`src/rtl/branch_predictor_if.sv`:
```
// Fetch/resolve/redirect bundle between the MIPS pipeline and the branch predictor.
// master = pipeline side, slave = predictor side.
interface branch_predictor_if #(
    parameter int PC_WIDTH = 32
);
    logic                fetch_valid;
    logic [PC_WIDTH-1:0] fetch_pc;
    logic                predict_taken;
    logic                resolve_valid;
    logic                stall;
    logic [PC_WIDTH-1:0] resolve_pc;
    logic                resolve_is_bne;
    logic                inputs_not_equal;
    logic                resolve_predicted;
    logic [PC_WIDTH-1:0] resolve_target;
    logic [PC_WIDTH-1:0] resolve_fallthrough;
    logic                redirect_valid;
    logic [PC_WIDTH-1:0] redirect_pc;
    logic [31:0]         branch_count;
    logic [31:0]         mispredict_count;

    modport master (
        output fetch_valid, fetch_pc,
        output resolve_valid, stall, resolve_pc, resolve_is_bne,
        output inputs_not_equal, resolve_predicted,
        output resolve_target, resolve_fallthrough,
        input  predict_taken, redirect_valid, redirect_pc,
        input  branch_count, mispredict_count
    );

    modport slave (
        input  fetch_valid, fetch_pc,
        input  resolve_valid, stall, resolve_pc, resolve_is_bne,
        input  inputs_not_equal, resolve_predicted,
        input  resolve_target, resolve_fallthrough,
        output predict_taken, redirect_valid, redirect_pc,
        output branch_count, mispredict_count
    );
endinterface

```
`src/rtl/branch_predictor.sv`:
```
// Two-bit saturating-counter BHT with ID-stage BEQ/BNE resolution and redirect.
// Optional macro BHT_UPDATE_BYPASS_EN forwards a same-cycle update to the fetch read.
module branch_predictor #(
    parameter int INDEX_BITS = 6,
    parameter int PC_WIDTH   = 32
) (
    input  logic                clock,
    input  logic                reset,
    branch_predictor_if.slave   bus
);
    localparam int DEPTH = 2 ** INDEX_BITS;

    logic [1:0]            table_q [DEPTH];
    logic [INDEX_BITS-1:0] fetch_idx;
    logic [INDEX_BITS-1:0] resolve_idx;
    logic                  fire;
    logic                  taken;
    logic                  mispredict;
    logic [1:0]            cur_ctr;
    logic [1:0]            new_ctr;
    logic                  unused_pc_bits;

    assign fetch_idx   = bus.fetch_pc[INDEX_BITS+1:2];
    assign resolve_idx = bus.resolve_pc[INDEX_BITS+1:2];
    assign fire        = bus.resolve_valid & ~bus.stall;
    assign taken       = bus.resolve_is_bne ? bus.inputs_not_equal
                                            : ~bus.inputs_not_equal;
    assign mispredict  = fire & (taken != bus.resolve_predicted);
    assign cur_ctr     = table_q[resolve_idx];

    // PC bits outside the index field never affect the table.
    assign unused_pc_bits = ^{bus.fetch_pc[1:0],
                              bus.fetch_pc[PC_WIDTH-1:INDEX_BITS+2],
                              bus.resolve_pc[1:0],
                              bus.resolve_pc[PC_WIDTH-1:INDEX_BITS+2]};

    // Saturating increment on taken, decrement on not-taken.
    always_comb begin
        new_ctr = cur_ctr;
        if (taken) begin
            if (cur_ctr != 2'b11) new_ctr = cur_ctr + 2'd1;
        end else begin
            if (cur_ctr != 2'b00) new_ctr = cur_ctr - 2'd1;
        end
    end

    // Fetch-side prediction from the table MSB.
    always_comb begin
`ifdef BHT_UPDATE_BYPASS_EN
        if (fire && (fetch_idx == resolve_idx))
            bus.predict_taken = bus.fetch_valid & new_ctr[1];
        else
            bus.predict_taken = bus.fetch_valid & table_q[fetch_idx][1];
`else
        bus.predict_taken = bus.fetch_valid & table_q[fetch_idx][1];
`endif
    end

    // Table training; all entries reset to weak-not-taken.
    always_ff @(posedge clock or posedge reset) begin
        if (reset) begin
            for (int i = 0; i < DEPTH; i++) table_q[i] <= 2'b01;
        end else if (fire) begin
            table_q[resolve_idx] <= new_ctr;
        end
    end

    // Registered redirect pulse; redirect_pc holds between mispredicts.
    always_ff @(posedge clock or posedge reset) begin
        if (reset) begin
            bus.redirect_valid <= 1'b0;
            bus.redirect_pc    <= '0;
        end else begin
            bus.redirect_valid <= mispredict;
            if (mispredict)
                bus.redirect_pc <= taken ? bus.resolve_target
                                         : bus.resolve_fallthrough;
        end
    end

    // Saturating performance counters.
    always_ff @(posedge clock or posedge reset) begin
        if (reset) begin
            bus.branch_count     <= '0;
            bus.mispredict_count <= '0;
        end else begin
            if (fire && (bus.branch_count != 32'hFFFF_FFFF))
                bus.branch_count <= bus.branch_count + 32'd1;
            if (mispredict && (bus.mispredict_count != 32'hFFFF_FFFF))
                bus.mispredict_count <= bus.mispredict_count + 32'd1;
        end
    end
endmodule

```
`src/flat_wrapper.sv`:
```
// flat-port wrapper written by rule: the top's interface ports become plain ports
module branch_predictor_flat 
#(
    parameter int INDEX_BITS = 6,
    parameter int PC_WIDTH   = 32
)
  (clock, reset, bus_fetch_valid, bus_fetch_pc, bus_resolve_valid, bus_stall, bus_resolve_pc, bus_resolve_is_bne, bus_inputs_not_equal, bus_resolve_predicted, bus_resolve_target, bus_resolve_fallthrough, bus_predict_taken, bus_redirect_valid, bus_redirect_pc, bus_branch_count, bus_mispredict_count);
  branch_predictor_if #(.PC_WIDTH(PC_WIDTH)) bus_i ();
  input  logic clock;
  input  logic reset;
  input wire logic [$bits(bus_i.fetch_valid)-1:0] bus_fetch_valid;
  input wire logic [$bits(bus_i.fetch_pc)-1:0] bus_fetch_pc;
  input wire logic [$bits(bus_i.resolve_valid)-1:0] bus_resolve_valid;
  input wire logic [$bits(bus_i.stall)-1:0] bus_stall;
  input wire logic [$bits(bus_i.resolve_pc)-1:0] bus_resolve_pc;
  input wire logic [$bits(bus_i.resolve_is_bne)-1:0] bus_resolve_is_bne;
  input wire logic [$bits(bus_i.inputs_not_equal)-1:0] bus_inputs_not_equal;
  input wire logic [$bits(bus_i.resolve_predicted)-1:0] bus_resolve_predicted;
  input wire logic [$bits(bus_i.resolve_target)-1:0] bus_resolve_target;
  input wire logic [$bits(bus_i.resolve_fallthrough)-1:0] bus_resolve_fallthrough;
  output wire logic [$bits(bus_i.predict_taken)-1:0] bus_predict_taken;
  output wire logic [$bits(bus_i.redirect_valid)-1:0] bus_redirect_valid;
  output wire logic [$bits(bus_i.redirect_pc)-1:0] bus_redirect_pc;
  output wire logic [$bits(bus_i.branch_count)-1:0] bus_branch_count;
  output wire logic [$bits(bus_i.mispredict_count)-1:0] bus_mispredict_count;
  assign bus_i.fetch_valid = bus_fetch_valid;
  assign bus_i.fetch_pc = bus_fetch_pc;
  assign bus_i.resolve_valid = bus_resolve_valid;
  assign bus_i.stall = bus_stall;
  assign bus_i.resolve_pc = bus_resolve_pc;
  assign bus_i.resolve_is_bne = bus_resolve_is_bne;
  assign bus_i.inputs_not_equal = bus_inputs_not_equal;
  assign bus_i.resolve_predicted = bus_resolve_predicted;
  assign bus_i.resolve_target = bus_resolve_target;
  assign bus_i.resolve_fallthrough = bus_resolve_fallthrough;
  assign bus_predict_taken = bus_i.predict_taken;
  assign bus_redirect_valid = bus_i.redirect_valid;
  assign bus_redirect_pc = bus_i.redirect_pc;
  assign bus_branch_count = bus_i.branch_count;
  assign bus_mispredict_count = bus_i.mispredict_count;
  branch_predictor #(.INDEX_BITS(INDEX_BITS), .PC_WIDTH(PC_WIDTH)) u_core (.clock(clock), .reset(reset), .bus(bus_i));
endmodule
```
`config.mk`:
```
export PLATFORM = sky130hd
export DESIGN_NAME = branch_predictor_flat
export DESIGN_NICKNAME = d
export VERILOG_FILES = /design/src/rtl/branch_predictor_if.sv /design/src/rtl/branch_predictor.sv /design/src/flat_wrapper.sv
export SDC_FILE = /design/constraint.sdc
export NUM_CORES = 1
export LEC_CHECK = 0
export ABC_CLOCK_PERIOD_IN_PS = 9200
export CAP_MARGIN = 20
export CORE_MARGIN = 4
export CORE_UTILIZATION = 48
export CTS_BUF_LIST = sky130_fd_sc_hd__clkbuf_8
export CTS_CLUSTER_SIZE = 28
export DETAILED_ROUTE_END_ITERATION = 6
export GPL_TIMING_DRIVEN = 1
export PLACE_DENSITY_LB_ADDON = 0.05
export SYNTH_ARGS = -nofsm -noshare
export SYNTH_HDL_FRONTEND = slang
export SYNTH_SLANG_ARGS = --single-unit
```
`constraint.sdc`:
```
create_clock -name clock -period 9.2 [get_ports clock]
set_clock_uncertainty 0.2 [all_clocks]
set_input_delay 2.76 -clock clock [delete_from_list [all_inputs] [get_ports clock]]
set_output_delay 2.76 -clock clock [all_outputs]
set_load 0.05 [all_outputs]
```
After elaboration in Yosys (flattened, before gate mapping)
Index checks and enable logic that the tools add are counted.
{"block": "totals", "register_bits": 225, "latch_bits": 0, "mem_bits_rw": 0, "mem_bits_ro": 0, "input_bits": 136, "out_inout_bits": 98, "elab_cells": 104, "mem_count": 0}
{"block": "op_classes", "n_addsub": 4, "multipliers": 0, "div": 0, "order_cmp": 3, "eq_ne": 4, "n_shift": 0, "muxes": 14, "n_bitwise": 7, "reduce_logical": 4}
{"cell": "128-bit bitwise mux", "count": 1}
{"cell": "32-bit by 1-bit adder with 32-bit output, second input constant", "count": 2}
{"cell": "32-bit inequality test, second input constant", "count": 2}
{"cell": "32-bit two-way mux", "count": 1}
{"cell": "2-bit binary-select mux with 6-bit select", "count": 2}
{"cell": "2-bit two-way mux", "count": 8}
{"cell": "7-bit greater-or-equal comparator, second input constant", "count": 2}
{"cell": "6-bit NOT with 7-bit output", "count": 2}
{"cell": "2-bit demux with 6-bit select", "count": 1}
{"cell": "7-bit by 1-bit less-than comparator with 1-bit output, second input constant", "count": 1}
{"cell": "1-bit bitwise AND", "count": 3}
{"cell": "1-bit logical AND", "count": 3}
{"cell": "2-bit by 1-bit adder with 2-bit output, second input constant", "count": 1}
{"cell": "2-bit inequality test, second input constant", "count": 1}
{"cell": "1-bit NOT", "count": 2}
{"cell": "2-bit nonzero test", "count": 1}
{"cell": "2-bit by 1-bit subtractor with 2-bit output, second input constant", "count": 1}
{"cell": "1-bit two-way mux", "count": 1}
{"cell": "1-bit inequality test", "count": 1}

Depth between registers and ports, before layout
{"block": "logic_depth", "depth_word": 8, "mapped_depth": 12, "ltp_nobuf": 7}

Worst setup path before layout
OpenSTA, ideal clock, no wires.
{"block": "synth_path", "path_type": "in2out", "start": "input port bus_fetch_pc[2]", "end": "output port bus_predict_taken", "t_arrival_ps": 5479, "required_ps": 6240, "path_slack_ps": 761, "path_stages": 6, "n_path_buf": 2, "path_cell_list": "clkbuf_1 > buf_1 > mux4_2 > mux4_2 > mux4_2 > and2_1"}
{"block": "synth_between", "elab_chain_cells": 5}
{"item": "from (decl)", "line_no": "flat_wrapper.sv:12", "source": "input wire logic [$bits(bus_i.fetch_pc)-1:0] bus_fetch_pc;"}
{"item": "6-bit NOT with 7-bit output (not written as such)", "line_no": "branch_predictor.sv:55", "source": "bus.predict_taken = bus.fetch_valid & table_q[fetch_idx][1];"}
{"item": "2-bit binary-select mux with 6-bit select", "line_no": "branch_predictor.sv:55"}
{"item": "2-bit two-way mux (not written as such) (2 in series)", "line_no": "branch_predictor.sv:55"}
{"item": "1-bit bitwise AND", "line_no": "branch_predictor.sv:55"}
{"item": "to (decl)", "line_no": "flat_wrapper.sv:21", "source": "output wire logic [$bits(bus_i.predict_taken)-1:0] bus_predict_taken;"}
Every way passes these cells. The select of a mux whose other input is x is not followed.

Final worst setup path
Same ends and word-level chain as after synthesis.

==> summary.txt <==
Final layout
  – Inserted Diodes: 0
  – Layout net count: 1402
  – Post-route cell area: 14000 sq um
  – Share of cells above drive strength 1: 0.143
  – Syn-to-layout area delta: 25.1%

Critical path
  – CP peak stage delay: 0.60 ns
  – Crit path depth: 7
  – CP delay by family, top: multiplexers
  – Top cell by count, worst path: mux4_2
  – Setup crit end kind: output port
  – Critical Path RT: 6.24 ns
  – Cell count of the worst reg-to-reg path: 8
  – Worst path buffer plus inverter count: 3
  – Critical Path Fanout Max: 16
  – CP arrival: 5.49 ns
  – Crit path max-delay cell type: mux4_2
  – CP Launch Type: input port
  – CP Class: input port to output port
  – Cell Chain, Critical Path: clkdlybuf4s50_1 > buf_4 > mux4_2 > mux4_2 > mux4_2 > and2_1 > buf_4

Timing
  – Final setup fails: 0
  – Fin crit period: 8.45 ns
  – Crit share post-route: 0.919
  – RSZ-0062 raised after global routing: no
  – Setup TNS: 0 ns
  – Final hold slack: about 0.28 ns
  – Fmax: 0.118 GHz
  – Hold Fails Final Rpt: 0
  – Max Slew Vio Count: 0
  – Slew HR: 0.303
  – Tightest Pin Transition: 1.05 ns

Yosys
  – Sequential fraction of the synthesis area: 0.509
  – Asr flop ratio synth: 1.00
  – Top-area cell type share of the netlist area: 0.359
  – Post-synth EDFFs: 0
  – Top-count cell post-synth: nor2_1
  – Synth Cell Area: 11200 sq um
  – Syn_area_per_cell: around 10 sq um
  – Yosys reg bits: around 230
  – Top post-synthesis cells by area: dfrtp_1 36%, dfstp_2 15%, nor2_1 7.5%
  – Cells after synthesis: 1085
  – Post-Syn Nets: 1223
  – Warnings, synthesis: 0
  – Cell taking the most area after synthesis: dfrtp_1
  – Ys flop type: dfrtp_1
  – Commonest cells post-synth: 223 x nor2_1, 161 x dfrtp_1, 132 x a31oi_1
  – Unique masters post-synth: 64

Route
  – Routed length per instance: 19.6 um
  – Drt drc: 0
  – Vias/cell: 5.68
  – DRT Wirelength: 31500 um
  – Detailed Routing Iterations Pass 1: 6
  – DR vias: 9138
  – DR iter-0 viols: 789
  – Routed Antenna Nets: 0

Placed design
  – DP Area: 13200 sq um
  – Detail Placement HPWL: around 21000 um
  – Port Buffers: between 150 and 200
  – Final GP Congestion: 0.869

Floorplan
  – Row cnt: between 50 and 60
  – DIE AREA: 25900 sq um
  – Die H: 161 um
  – I/O pins: 234
  – Initial Util: 0.491
  – Die width: 161 um
  – CORE AREA: 22800 sq um

Clocking
  – Root Buffer: clkbuf_8
  – Cts bufs inserted: 41
  – Post-CTS setup buffer count: 0
  – CTS tree: yes
  – Hold-fix buffers, CTS: 0
  – H-tree Lvls: 2
  – Clk pin slew, worst setup/hold paths: 0.05 ns
  – Clock sink total: 225
  – Clk buf depth: 3
  – Clock latency on the worst-skew pair: 0.55 ns
  – Post-CTS Resized: 0

Pwr
  – Leak Pwr: 5.85 nW
  – Max IR drop VDD: 0.213 mV
  – Total Power: 2.98 mW
  – Pwr dens: 212 nW/um^2

Global routing
  – Global routing met3 resource utilization: 0.0567
  – Tot GR Track Use: 0.241
  – Met2 Use GR: 0.384
  – Vias in the first global route: a little over 9000
  – Grt ovf: 0
  – Busiest grt layer: met2
  – Antenna violations before repair: 0
  – First-pass GRT wire length: about 50000 um
  – Met1 Use GR: 0.326
  – Largest net degree at the start of global routing: 110

Run status
  – Run status: complete, no violations

Hold path
  – Hold-critical path depth: 2
  – HP Class: register to register

Job
  – Number of max-cap violations: 0
[flip-flops by register name, indices dropped and copies added, names as in the netlist]
name	cells
u_core.bus.mispredict_count	32
u_core.bus.redirect_pc	32
u_core.bus.branch_count	32
u_core.bus.redirect_valid	1
u_core.table_q	128
[cell type report]
type	count	area (sq um)
clock buffer	45	619
clock inverter	31	168
fill	1981	8800
inverter	12	52.6
multi-input combinational	786	5150
sequential	225	5710
tap	313	392
timing repair buffer	198	1950
[worst min-delay path: stages (launching register included)]
cell	delay, ns
dfrtp_1	0.33
nand2_1	0.05
o21ai_0	0.06
[path summary, 6_finish.rpt]
| check | from | to | slack [ns] |
|---|---|---|---|
| setup reg to reg | u_core.table_q[10] | u_core.table_q[76] | 5.48 |
| setup / recovery | bus_fetch_pc[2] | bus_predict_taken | 0.75 |
| min in group asynchronous | reset | u_core.bus.mispredict_count[1] | 2.56 |
| hold / removal | u_core.bus.redirect_pc[10] | u_core.bus.redirect_pc[10] | 0.28 |
| max in group asynchronous | reset | u_core.table_q[110] | 5.06 |
| hold reg to reg | u_core.bus.redirect_pc[10] | u_core.bus.redirect_pc[10] | 0.28 |
[routing by layer]
layer,vias to the layer above,part of all wire
met5,-,0
met4,0,0.028
met3,68,0.080
met2,356,0.48
met1,4395,0.41
li1,4319,-
[logic make-up (layout without fill, tap and decap cells)]
group	after synthesis	after routing	share of synthesized area
DFF	225	225	0.509
and+or+nand+nor	399	399	0.157
adders and majority gates	2	2	0.00223
muxes	87	87	0.107
xor gates and xnor gates	65	65	0.0519
buffers and inverters	74	286	0.0360
AOI/OAI and AO/OA	233	233	0.138
[metrics by stage]
step	cells	worst slack [ns]	utilization
2_1_floorplan	1085	0.183	-
5_1_grt	1610	0.638	0.615
6_report	1610	0.748	0.615
3_3_place_gp	1532	0.763	0.579
3_5_place_dp	1533	0.744	0.579
4_1_cts	1609	0.734	0.614
[where the power goes]
| part | total, mW | switching, mW | leakage, nW | internal, mW |
|---|---|---|---|---|
| Sequential | 1.27 | 0.112 | 2.77 | 1.16 |
| Combinational | 0.808 | 0.504 | 2.61 | 0.304 |
| Clock | 0.904 | 0.422 | 0.477 | 0.482 |
| Total | 2.98 | 1.04 | 5.85 | 1.95 |
[layout by cell type (no fill, tap or decap), drive strengths merged, types with 12 or more instances in the layout]
cell	Yosys	final
a31oi	132	132
buf	39	20
clkbuf	23	45
clkdlybuf4s50	0	178
dfrtp	161	161
dfstp	64	64
inv	12	32
mux2i	53	53
mux4	25	25
nand2	65	65
nand3	31	31
nand4	15	15
nor2	223	223
nor3	12	12
o21ai	40	40
xnor2	40	40
xor2	24	24
Power figures use the tool's default switching activity.
